===== src/rtl/topk_pkg.sv =====
// Shared types for the streaming top-K selector: FSM states, slot record, empty-slot value.
package topk_pkg;

  localparam int SLOT_DATA_W = 14;
  localparam int SLOT_IDX_W  = 6;
  localparam int SLOT_GRP_W  = SLOT_IDX_W;

  typedef enum logic [1:0] {
    IDLE = 2'd0,
    RUN  = 2'd1,
    DONE = 2'd2
  } state_t;

  typedef struct packed {
    logic                   valid;
    logic [SLOT_DATA_W-1:0] data;
    logic [SLOT_IDX_W-1:0]  idx;
    logic [SLOT_GRP_W-1:0]  grp;
  } slot_t;

  // Empty slots present data 0 and an all-ones index.
  localparam slot_t SLOT_EMPTY = '{valid: 1'b0, data: '0, idx: '1, grp: '0};

endpackage


===== src/rtl/topk_if.sv =====
// Sample stream in, result record out, between readout buffer and address generator.
interface topk_if #(
  parameter int DATA_W = 14,
  parameter int IDX_W  = 6,
  parameter int K      = 4,
  parameter int CNT_W  = $clog2(K + 1)
);
  // A beat moves on a rising edge where valid and ready are both high; the
  // sender holds valid and data stable until then, ready may change freely.
  logic                 in_valid;
  logic                 in_ready;
  logic [DATA_W-1:0]    in_data;
  logic                 out_valid;
  logic                 out_ready;
  logic [K*DATA_W-1:0]  out_data;
  logic [K*IDX_W-1:0]   out_idx;
  logic [CNT_W-1:0]     out_count;

  modport master (
    output in_valid, in_data, out_ready,
    input  in_ready, out_valid, out_data, out_idx, out_count
  );

  modport slave (
    input  in_valid, in_data, out_ready,
    output in_ready, out_valid, out_data, out_idx, out_count
  );
endinterface


===== src/rtl/topk_slot_cmp.sv =====
// Compares one stored slot with the incoming sample: ordering and group match.
module topk_slot_cmp
  import topk_pkg::*;
(
  input  slot_t                  slot,
  input  logic [SLOT_DATA_W-1:0] data,
  input  logic [SLOT_GRP_W-1:0]  grp,
  input  logic                   max_mode,
  output logic                   better,
  output logic                   same_grp
);
  // Strict compare so an equal later sample never overtakes an earlier one.
  assign better   = slot.valid && (max_mode ? (data > slot.data) : (data < slot.data));
  assign same_grp = slot.valid && (slot.grp == grp);
endmodule


===== src/rtl/topk_select.sv =====
// Streaming top-K selector keeping at most one winner per group of GROUP indices.
module topk_select
  import topk_pkg::*;
#(
  parameter int DATA_W = SLOT_DATA_W,
  parameter int IDX_W  = SLOT_IDX_W,
  parameter int K      = 4,
  parameter int GROUP  = 3,
  parameter int GRP_W  = SLOT_GRP_W
) (
  input  logic           clk,
  input  logic           rst,
  input  logic           start,
  input  logic [IDX_W:0] cfg_len,
  input  logic           cfg_max,
  input  logic           cfg_skip_zero,
  topk_if.slave          bus,
  output logic           busy,
  output state_t         dbg_state
);
  localparam int CNT_W = $clog2(K + 1);
  localparam int PW    = $clog2(K + 1);

  state_t             state_q, state_d;
  slot_t              slots   [K];
  slot_t              slots_d [K];
  logic [IDX_W:0]     len_q;
  logic               max_q, skip_q;
  logic [IDX_W-1:0]   idx_q;
  logic [GRP_W-1:0]   grp_q, sub_q;
  logic [K-1:0]       better, same_grp;
  logic [PW-1:0]      p, m, e;
  logic               has_m, accept, last, insert;

  for (genvar i = 0; i < K; i++) begin : g_cmp
    topk_slot_cmp u_cmp (
      .slot     (slots[i]),
      .data     (bus.in_data),
      .grp      (grp_q),
      .max_mode (max_q),
      .better   (better[i]),
      .same_grp (same_grp[i])
    );
  end

  // Downward scan leaves p/m on the lowest matching slot.
  always_comb begin
    p     = PW'(K);
    m     = '0;
    has_m = 1'b0;
    for (int i = K - 1; i >= 0; i--) begin
      if (!slots[i].valid || better[i]) p = PW'(i);
      if (same_grp[i]) begin
        m     = PW'(i);
        has_m = 1'b1;
      end
    end
  end

  assign accept = (state_q == RUN) && bus.in_valid && !start;
  assign last   = ({1'b0, idx_q} == (len_q - 1'b1));
  assign insert = accept && !(skip_q && (bus.in_data == '0)) &&
                  (has_m ? (p <= m) : (p != PW'(K)));

  // Shift window ends at the same-group slot, or at the last slot which then drops.
  always_comb begin
    e = has_m ? m : PW'(K - 1);
    for (int i = 0; i < K; i++) begin
      slots_d[i] = slots[i];
      if (PW'(i) == p)
        slots_d[i] = '{valid: 1'b1, data: bus.in_data, idx: idx_q, grp: grp_q};
      else if ((PW'(i) > p) && (PW'(i) <= e))
        slots_d[i] = slots[(i == 0) ? 0 : i - 1];
    end
  end

  always_comb begin
    state_d = state_q;
    unique case (state_q)
      IDLE:    if (start) state_d = (cfg_len == '0) ? DONE : RUN;
      RUN:     if (start) state_d = (cfg_len == '0) ? DONE : RUN;
               else if (accept && last) state_d = DONE;
      DONE:    if (bus.out_ready) state_d = IDLE;
      default: state_d = IDLE;
    endcase
  end

  always_ff @(posedge clk or posedge rst) begin
    if (rst) begin
      state_q <= IDLE;
      len_q   <= '0;
      max_q   <= 1'b0;
      skip_q  <= 1'b0;
      idx_q   <= '0;
      grp_q   <= '0;
      sub_q   <= '0;
      for (int i = 0; i < K; i++) slots[i] <= SLOT_EMPTY;
    end else begin
      state_q <= state_d;
      if (start && (state_q != DONE)) begin
        len_q  <= cfg_len;
        max_q  <= cfg_max;
        skip_q <= cfg_skip_zero;
        idx_q  <= '0;
        grp_q  <= '0;
        sub_q  <= '0;
        for (int i = 0; i < K; i++) slots[i] <= SLOT_EMPTY;
      end else if (accept) begin
        idx_q <= idx_q + 1'b1;
        if (sub_q == GRP_W'(GROUP - 1)) begin
          sub_q <= '0;
          grp_q <= grp_q + 1'b1;
        end else begin
          sub_q <= sub_q + 1'b1;
        end
        if (insert)
          for (int i = 0; i < K; i++) slots[i] <= slots_d[i];
      end
    end
  end

  assign bus.in_ready  = (state_q == RUN);
  assign bus.out_valid = (state_q == DONE);
  assign busy          = (state_q != IDLE);
  assign dbg_state     = state_q;

  always_comb begin
    bus.out_data  = '0;
    bus.out_idx   = '0;
    bus.out_count = '0;
    if (state_q == DONE) begin
      for (int i = 0; i < K; i++) begin
        bus.out_data[i*DATA_W +: DATA_W] = slots[i].data;
        bus.out_idx[i*IDX_W +: IDX_W]    = slots[i].idx;
        bus.out_count = bus.out_count + CNT_W'(slots[i].valid);
      end
    end
  end

endmodule

===== src/flat_wrapper.sv =====
// flat-port wrapper written by rule: the top's interface ports become plain ports
module topk_select_flat import topk_pkg::*;
#(
  parameter int DATA_W = SLOT_DATA_W,
  parameter int IDX_W  = SLOT_IDX_W,
  parameter int K      = 4,
  parameter int GROUP  = 3,
  parameter int GRP_W  = SLOT_GRP_W
)
  (clk, rst, start, cfg_len, cfg_max, cfg_skip_zero, busy, dbg_state, bus_in_valid, bus_in_data, bus_out_ready, bus_in_ready, bus_out_valid, bus_out_data, bus_out_idx, bus_out_count);
  topk_if #(.DATA_W(DATA_W), .IDX_W(IDX_W), .K(K)) bus_i ();
  input  logic clk;
  input  logic rst;
  input  logic start;
  input  logic [IDX_W:0] cfg_len;
  input  logic cfg_max;
  input  logic cfg_skip_zero;
  output logic busy;
  output state_t dbg_state;
  input wire logic [$bits(bus_i.in_valid)-1:0] bus_in_valid;
  input wire logic [$bits(bus_i.in_data)-1:0] bus_in_data;
  input wire logic [$bits(bus_i.out_ready)-1:0] bus_out_ready;
  output wire logic [$bits(bus_i.in_ready)-1:0] bus_in_ready;
  output wire logic [$bits(bus_i.out_valid)-1:0] bus_out_valid;
  output wire logic [$bits(bus_i.out_data)-1:0] bus_out_data;
  output wire logic [$bits(bus_i.out_idx)-1:0] bus_out_idx;
  output wire logic [$bits(bus_i.out_count)-1:0] bus_out_count;
  assign bus_i.in_valid = bus_in_valid;
  assign bus_i.in_data = bus_in_data;
  assign bus_i.out_ready = bus_out_ready;
  assign bus_in_ready = bus_i.in_ready;
  assign bus_out_valid = bus_i.out_valid;
  assign bus_out_data = bus_i.out_data;
  assign bus_out_idx = bus_i.out_idx;
  assign bus_out_count = bus_i.out_count;
  topk_select #(.DATA_W(DATA_W), .IDX_W(IDX_W), .K(K), .GROUP(GROUP), .GRP_W(GRP_W)) u_core (.clk(clk), .rst(rst), .start(start), .cfg_len(cfg_len), .cfg_max(cfg_max), .cfg_skip_zero(cfg_skip_zero), .bus(bus_i), .busy(busy), .dbg_state(dbg_state));
endmodule

===== config.mk =====
export PLATFORM = sky130hd
export DESIGN_NAME = topk_select_flat
export DESIGN_NICKNAME = d
export VERILOG_FILES = /design/src/rtl/topk_pkg.sv /design/src/rtl/topk_if.sv /design/src/rtl/topk_slot_cmp.sv /design/src/rtl/topk_select.sv /design/src/flat_wrapper.sv
export SDC_FILE = /design/constraint.sdc
export NUM_CORES = 1
export LEC_CHECK = 0
export CAP_MARGIN = 20
export CORE_ASPECT_RATIO = 1.1
export CORE_MARGIN = 2
export CORE_UTILIZATION = 50
export CTS_CLUSTER_DIAMETER = 50
export CTS_CLUSTER_SIZE = 24
export DETAILED_ROUTE_END_ITERATION = 12
export GPL_ROUTABILITY_DRIVEN = 1
export PLACE_DENSITY_LB_ADDON = 0.3
export SLEW_MARGIN = 5
export SYNTH_ARGS = -nofsm -noshare
export SYNTH_HDL_FRONTEND = slang
export SYNTH_SLANG_ARGS = --single-unit

===== constraint.sdc =====
create_clock -name clk -period 14.75 [get_ports clk]
set_clock_uncertainty 0.15 [all_clocks]
set_input_delay 2.95 -clock clk [delete_from_list [all_inputs] [get_ports clk]]
set_output_delay 2.95 -clock clk [all_outputs]
set_load 0.02 [all_outputs]

==> results.py, run 1 <==
metrics = {
    "power_and_ir_drop": {
        "pwr-share-clk": 0.273,
        "power.leakage_nw": 4.57,
        "p_per_area_nw_per_um2": 146,
        "power_mw": 1.63,
        "p_seq_frac": 0.325,
        "ir_worst_vdd_mv": 0.0952,
        "switchingPower_mw": 0.622,
        "p_sw_frac": 0.383,
        "combPwrFrac": 0.402,
        "intPower_mw": 1.00,
    },
    "routing": {
        "ant_nets": 0,
        "num_vias": 7955,
        "wire_per_inst_um": 17.9,
        "drc": 0,
        "via_per_inst": 5.75,
        "drtIter0Drc": 571,
        "first_pass_iters": 5,
        "drt-total-wl_um": 24700,
    },
    "clock_tree": {
        "cts_tree": "built",
        "cts_setup_buffers": 0,
        "cts_buffer_depth": 2,
        "htree_num_levels": 4,
        "ctsHoldBuffers": 0,
        "cts_root_buf": "clkbuf_16",
        "insertion_delay_ns": 0.43,
        "clk_pin_slew_ns": 0.06,
        "cts-resized-gates": 0,
        "cts_buffers": 17,
        "clkSinkCount": 137,
    },
    "floorplanning": {
        "start_util": 0.507,
        "die_area_um2": 19700,
        "die_w_um": 134,
        "pin_count": 116,
        "die_h_um": 147,
        "coreArea_um2": 18300,
        "rows": 52,
    },
    "logic_synthesis": {
        "ys_ff_latch": 137,
        "ys.warnings.count": 0,
        "synthCells": 1049,
        "synth.avg_cell_area_um2": 8.87,
        "yosysSeqAreaShare": 0.372,
        "ys_types": 64,
        "synth_flop_cell": "dfrtp_1",
        "synthArstFlopShare": 1.00,
        "syn_area_um2": 9310,
        "syn-num-nets": 1143,
        "synth_edf_count": 0,
    },
    "timing": {
        "clock.fmax_mhz": 132,
        "finalSetupViolCount": 0,
        "worst_slew_pin_slew_ns": 1.02,
        "tns_ns": 0,
        "final-max-slew-violation-count": 0,
        "hold_violations": 0,
        "rsz0062_at_grt": "no",
        "fin_crit_ns": 7.59,
        "relSlewSlack": 0.319,
        "finalCritPeriodShare": 0.514,
    },
    "setup_path": {
        "rrSetupSlack_ns": 9.99,
        "cp_slowest_stage_delay_ns": 0.76,
        "worstRegToRegCells": 16,
        "cp-startpoint": "bus_in_data[5]",
        "worstPathRequired_ns": 14.87,
        "reg2reg_from": "u_core.slots[40]",
        "critPathMaxFanout": 25,
        "critPathCapture": "u_core.slots[93]",
        "critPathMostFrequentCell": "ha_1",
        "startpoint_type": "input pin",
        "cp_cell_sequence": "clkdlybuf4s50_1 -> ha_1 -> nand4_1 -> o21bai_1 -> or3b_1 -> a221o_1 -> or2_1 -> a211oi_1 -> ha_1 -> nor2b_1 -> o21ai_0 -> o211a_2 -> and2_1 -> buf_4 -> mux2i_1 -> nor2_1",
        "path_class": "in2reg",
        "end_kind": "flip-flop",
        "reg2reg_to": "u_core.slots[93]",
        "crit_slowest_cell": "clkdlybuf4s50_1",
        "critPathArrivalTime_ns": 7.71,
    },
    "final_layout": {
        "regArea_um2": 3460,
        "num-fill-cells": 1580,
        "area_growth_pct": 19.6,
        "antenna_cells": 0,
        "layout-drive-gt1-share": 0.103,
        "multi_input_area_um2": 5260,
        "fin_nets": 1221,
    },
    "grt": {
        "grt.total_usage": 0.259,
        "grt_pass1_vias": 7641,
        "grt_overflow_total": 0,
        "grt_max_degree": 84,
        "antenna_found_initial": 1,
        "grt_pass1_wl_um": 40300,
    },
    "flow_run": {
        "drv_cap": 0,
    },
    "run_status": {
        "outcome": "finished clean",
    },
    "place": {
        "gp_congestion": 0.895,
        "dp_hpwl_um": 16900,
        "numPortBuffers": 115,
    },
    "min_path": {
        "hold_class": "reg2reg",
    },
}
## Yosys cell counts, drive strengths merged (2+ instances only)
| cell type | count | area share |
|---|---|---|
| and4 | 5 | 0.0047 |
| a31oi | 3 | 0.0020 |
| nand2b | 7 | 0.0055 |
| o211ai | 7 | 0.0067 |
| o22a | 2 | 0.0019 |
| and2 | 33 | 0.022 |
| dfstp | 24 | 0.068 |
| nor4 | 12 | 0.010 |
| nand3 | 18 | 0.0097 |
| buf | 41 | 0.027 |
| nand2 | 90 | 0.036 |
| a21o | 6 | 0.0048 |
| mux2 | 19 | 0.023 |
| nand4 | 14 | 0.0094 |
| or3 | 3 | 0.0020 |
| nor2b | 10 | 0.0067 |
| xnor2 | 18 | 0.017 |
| o21a | 3 | 0.0024 |
| mux2i | 65 | 0.070 |
| or2 | 3 | 0.0020 |
| o31ai | 3 | 0.0024 |
| nor3 | 7 | 0.0050 |
| and3 | 6 | 0.0040 |
| dfrtp | 113 | 0.30 |
| o211a | 2 | 0.0022 |
| a221o | 2 | 0.0022 |
| a21oi | 67 | 0.038 |
| xor2 | 21 | 0.020 |
| a211oi | 66 | 0.062 |
| ha | 65 | 0.087 |
| a21boi | 3 | 0.0024 |
| o21ai | 38 | 0.022 |
| nor2 | 170 | 0.069 |
| clkbuf | 25 | 0.010 |
| inv | 67 | 0.027 |
## layout make-up
type | instances | area share
multi-input combinational | 779 | 0.472
sequential | 137 | 0.311
timing repair buffer | 125 | 0.112
clock buffer | 21 | 0.0414
tap | 243 | 0.0273
inverter | 67 | 0.0230
clock inverter | 11 | 0.0132
## critical path, delay by kind of cell
kind	cells	cell delay, ns
compound gates	5	1.34
simple gates	6	1.42
buf+inv	2	1.13
mux	1	0.23
fa+ha+maj	2	0.63
## flip-flops by register name, indices dropped and copies added (netlist names)
name              flops
u_core.len_q          7
u_core.dbg_state      2
u_core.grp_q          6
u_core.sub_q          6
u_core.max_q          1
u_core.slots        108
u_core.idx_q          6
u_core.skip_q         1
## per-stage QoR
step                      setup slack (ns)  hold WS, ns  area [um^2]   util  cells
after CTS                             7.05        0.341        11100  0.605   1382
final                                 7.16        0.337        11100  0.607   1383
after floorplan                       8.02        0.288         9310      -   1049
after detailed placement              6.62        0.328        10500  0.572   1350
after global routing                  6.82        0.362        11100  0.607   1383
after global placement                6.80        0.325        10500  0.572   1350
## cell families (layout without fill, tap and decap cells)
| family | Yosys count | in the layout | share of synthesized area |
|---|---|---|---|
| xor gates and xnor gates | 39 | 39 | 0.0367 |
| and+or+nand+nor | 383 | 383 | 0.192 |
| AOI/OAI and AO/OA | 207 | 207 | 0.153 |
| DFF | 137 | 137 | 0.372 |
| adders and majority gates | 66 | 66 | 0.0895 |
| muxes | 84 | 84 | 0.0929 |
| buffers and inverters | 133 | 224 | 0.0641 |
## power groups by stage
stage	Sequential (mW)	Combinational, mW	Clock [mW]
after floorplan	0.506	0.483	0
after global placement	0.531	0.633	0
after detailed placement	0.533	0.645	0
after CTS	0.527	0.652	0.449
after global routing	0.538	0.727	0.466
final	0.529	0.653	0.444
## cell usage in the layout (no fill, tap or decap), types with 3 or more instances in the layout
master / synthesis / layout
nor2_1: 169 / 169
clkdlybuf4s50_1: 0 / 115
dfrtp_1: 113 / 113
nand2_1: 90 / 90
inv_1: 67 / 66
a21oi_1: 65 / 65
mux2i_1: 65 / 65
ha_1: 65 / 65
a211oi_1: 50 / 50
o21ai_0: 36 / 36
and2_1: 32 / 32
dfstp_2: 24 / 24
xor2_1: 21 / 21
mux2_2: 19 / 19
nand3_1: 18 / 18
xnor2_1: 18 / 18
clkbuf_16: 0 / 17
a211oi_2: 16 / 16
nand4_1: 14 / 14
nor2b_1: 10 / 10
nor4_1: 10 / 10
buf_4: 6 / 9
nor3_1: 6 / 6
a21o_1: 6 / 6
and3_1: 6 / 6
and4_1: 5 / 5
o211ai_1: 5 / 5
nand2b_1: 6 / 5
clkinvlp_4: 0 / 5
a31oi_1: 3 / 3
o31ai_1: 3 / 3
or3_1: 3 / 3
bufinv_16: 0 / 3
## worst min path at each step
stage | from | endpoint | slack [ns] | cells past startpoint
floorplan | u_core.skip_q | u_core.skip_q | 0.29 | 2
detailed placement | u_core.sub_q[5] | u_core.sub_q[5] | 0.33 | 1
CTS | u_core.sub_q[5] | u_core.sub_q[5] | 0.34 | 1
finish | u_core.sub_q[5] | u_core.sub_q[5] | 0.34 | 1
global route | u_core.sub_q[5] | u_core.sub_q[5] | 0.36 | 1
global placement | u_core.sub_q[5] | u_core.sub_q[5] | 0.32 | 1
## layer usage
| layer | vias up | wire length, um | global-route usage |
|---|---|---|---|
| met3 | 39 | 1570 | 0.0504 |
| met5 | - | 13 | 0 |
| met4 | 2 | 495 | 0.0863 |
| met1 | 3840 | 11200 | 0.362 |
| li1 | 3781 | - | - |
| met2 | 293 | 11400 | 0.405 |
Note: power is estimated with default switching activity, not from simulation.
==> inputs of run 2 (changes only) <==
Clock period 14.75 ns to 6.53 ns, I/O delays scaled along.
==> run 2 against run 1 <==
Compared with the run above: clock-buffer cell count is 4 lower; largest power group unchanged; sequential power is 120% higher; wire length is 3.0% lower; largest cell class unchanged; critical path depth unchanged; final area is 0.57% higher; die area unchanged; global-route usage shrank 1.1 points; total power increased by 120%.
==> results.py, run 2 (synthesis results as in run 1) <==
metrics = {
    "routing": {
        "ant_nets": 0,
        "drtIter0Drc": 488,
        "num_vias": 7747,
        "wire_per_inst_um": 17.2,
        "first_pass_iters": 5,
        "drt-total-wl_um": 24000,
        "drc": 0,
        "via_per_inst": 5.56,
    },
    "final_layout": {
        "fin_nets": 1231,
        "layout-drive-gt1-share": 0.112,
        "top_register": "u_core.slots",
        "final_cell_mix": "nor2_1 (169), clkdlybuf4s50_1 (115), dfrtp_1 (113)",
        "antenna_cells": 0,
        "final_common_cell": "nor2_1",
        "stdcell_count": 1393,
        "area_growth_pct": 20.3,
        "final_area_um2": 11200,
        "largest_reg_flops": 108,
        "num-fill-cells": 1559,
        "largest_registers": "u_core.slots: 108 flops, u_core.len_q: 7 flops",
    },
    "grt": {
        "grt.total_usage": 0.248,
        "antenna_found_initial": 0,
        "grt_max_degree": 98,
        "grt_pass1_vias": 7446,
        "grt_overflow_total": 0,
        "grt_pass1_wl_um": 38700,
    },
    "floorplanning": {
        "pin_count": 116,
        "rows": 52,
        "die_area_um2": 19700,
        "die_h_um": 147,
        "die_w_um": 134,
        "start_util": 0.507,
        "coreArea_um2": 18300,
    },
    "setup_path": {
        "worstPathRequired_ns": 6.72,
        "critPathArrivalTime_ns": 5.78,
        "end_kind": "flip-flop",
        "path_class": "in2reg",
        "critPathMaxFanout": 16,
        "startpoint_type": "input pin",
    },
    "timing": {
        "worst_slew_pin_slew_ns": 1.14,
        "final-max-slew-violation-count": 0,
        "finalCritPeriodShare": 0.856,
        "worst_hold_slack_ns": 0.345,
        "clock.fmax_mhz": 179,
        "fin_crit_ns": 5.59,
        "finalSetupViolCount": 0,
        "tns_ns": 0,
        "relSlewSlack": 0.239,
        "rsz0062_at_grt": "no",
        "hold_violations": 0,
    },
    "place": {
        "numPortBuffers": 115,
        "placed_cell_area_um2": 10600,
        "dp_cells": 1360,
        "dp_hpwl_um": 16400,
        "gp_congestion": 0.832,
    },
    "clock_tree": {
        "insertion_delay_ns": 0.43,
        "htree_num_levels": 4,
        "cts_root_buf": "clkbuf_16",
        "clkSinkCount": 137,
        "ctsHoldBuffers": 0,
        "cts_buffer_depth": 2,
        "cts_tree": "built",
        "clk_pin_slew_ns": 0.06,
        "cts_buffers": 17,
        "cts-resized-gates": 0,
        "cts_setup_buffers": 0,
    },
    "run_status": {
        "outcome": "finished clean",
    },
    "power_and_ir_drop": {
        "pwr-share-clk": 0.267,
        "combPwrFrac": 0.407,
        "ir_worst_vdd_mv": 0.216,
        "p_per_area_nw_per_um2": 326,
        "power.leakage_nw": 4.62,
        "p_seq_frac": 0.327,
        "power_mw": 3.65,
        "p_sw_frac": 0.390,
        "switchingPower_mw": 1.42,
        "intPower_mw": 2.23,
    },
    "flow_run": {
        "drv_cap": 0,
    },
    "min_path": {
        "hold_class": "reg2reg",
    },
}
run 2: cell count changes in the layout (fill, tap and decap cells not counted), moves of 2 or more:
cell	delta
clkbuf_1	-2
clkinv_4	+3
buf_12	+2
buf_4	+9
clkbuf_8	-2
clkinvlp_4	-2
inv_6	+3
run 2: power by group through the flow:
stage | clock network, mW | logic (mW) | registers [mW]
final | 0.973 | 1.48 | 1.19
after global routing | 1.02 | 1.64 | 1.22
after CTS | 0.988 | 1.48 | 1.19
after detailed placement | 0 | 1.47 | 1.20
after global placement | 0 | 1.44 | 1.20
after floorplan | 0 | 1.09 | 1.14
run 2: layout make-up:
| cell class | count | area, um^2 | share of cell area |
|---|---|---|---|
| Clock buffer | 17 | 425 | 0.0380 |
| Clock inverter | 15 | 165 | 0.0148 |
| Inverter | 67 | 256 | 0.0229 |
| Multi-Input combinational cell | 779 | 5260 | 0.470 |
| Sequential cell | 137 | 3460 | 0.309 |
| Tap cell | 243 | 304 | 0.0272 |
| Timing Repair Buffer | 135 | 1330 | 0.118 |
run 2: metrics by stage:
stage          setup WS (ns)  utilization
4_1_cts                0.951        0.609
6_report               0.943        0.610
5_1_grt                0.706        0.610
3_5_place_dp           0.500        0.577
3_3_place_gp           0.643        0.577
2_1_floorplan           1.45            -
run 2: worst max-delay path, cell delays in order:
cell and delay, ns:
clkdlybuf4s50_1 0.75, ha_1 0.34, a21oi_1 0.16, o21ai_0 0.13
a221oi_2 0.36, mux2i_1 0.26, and3_1 0.31, a211oi_1 0.08
ha_1 0.31, nor2b_1 0.13, o21ai_0 0.16, o211a_2 0.45
and2_1 0.46, buf_4 0.26, mux2i_1 0.21, nand2_1 0.07
run 2: worst paths after layout:
kind,end,slack (ns),start,cells after the start
min reg2reg,u_core.sub_q[5],0.35,u_core.sub_q[5],1
min in group asynchronous,u_core.slots[16],1.30,rst,2
max reg2reg,u_core.slots[88],1.94,u_core.slots[40],16
min,u_core.sub_q[5],0.35,u_core.sub_q[5],1
max in group asynchronous,u_core.sub_q[2],3.84,rst,3
max,u_core.slots[88],0.94,bus_in_data[9],16
run 2: routing by layer:
layer  vias up  share of wire  global-route usage  wire length, um
li1       3796              -                   -                -
met1      3676           0.46               0.344            11100
met2       245           0.46               0.396            11000
met3        30          0.059              0.0459             1420
met4         0          0.016              0.0747              393
met5         -              0                   0                0
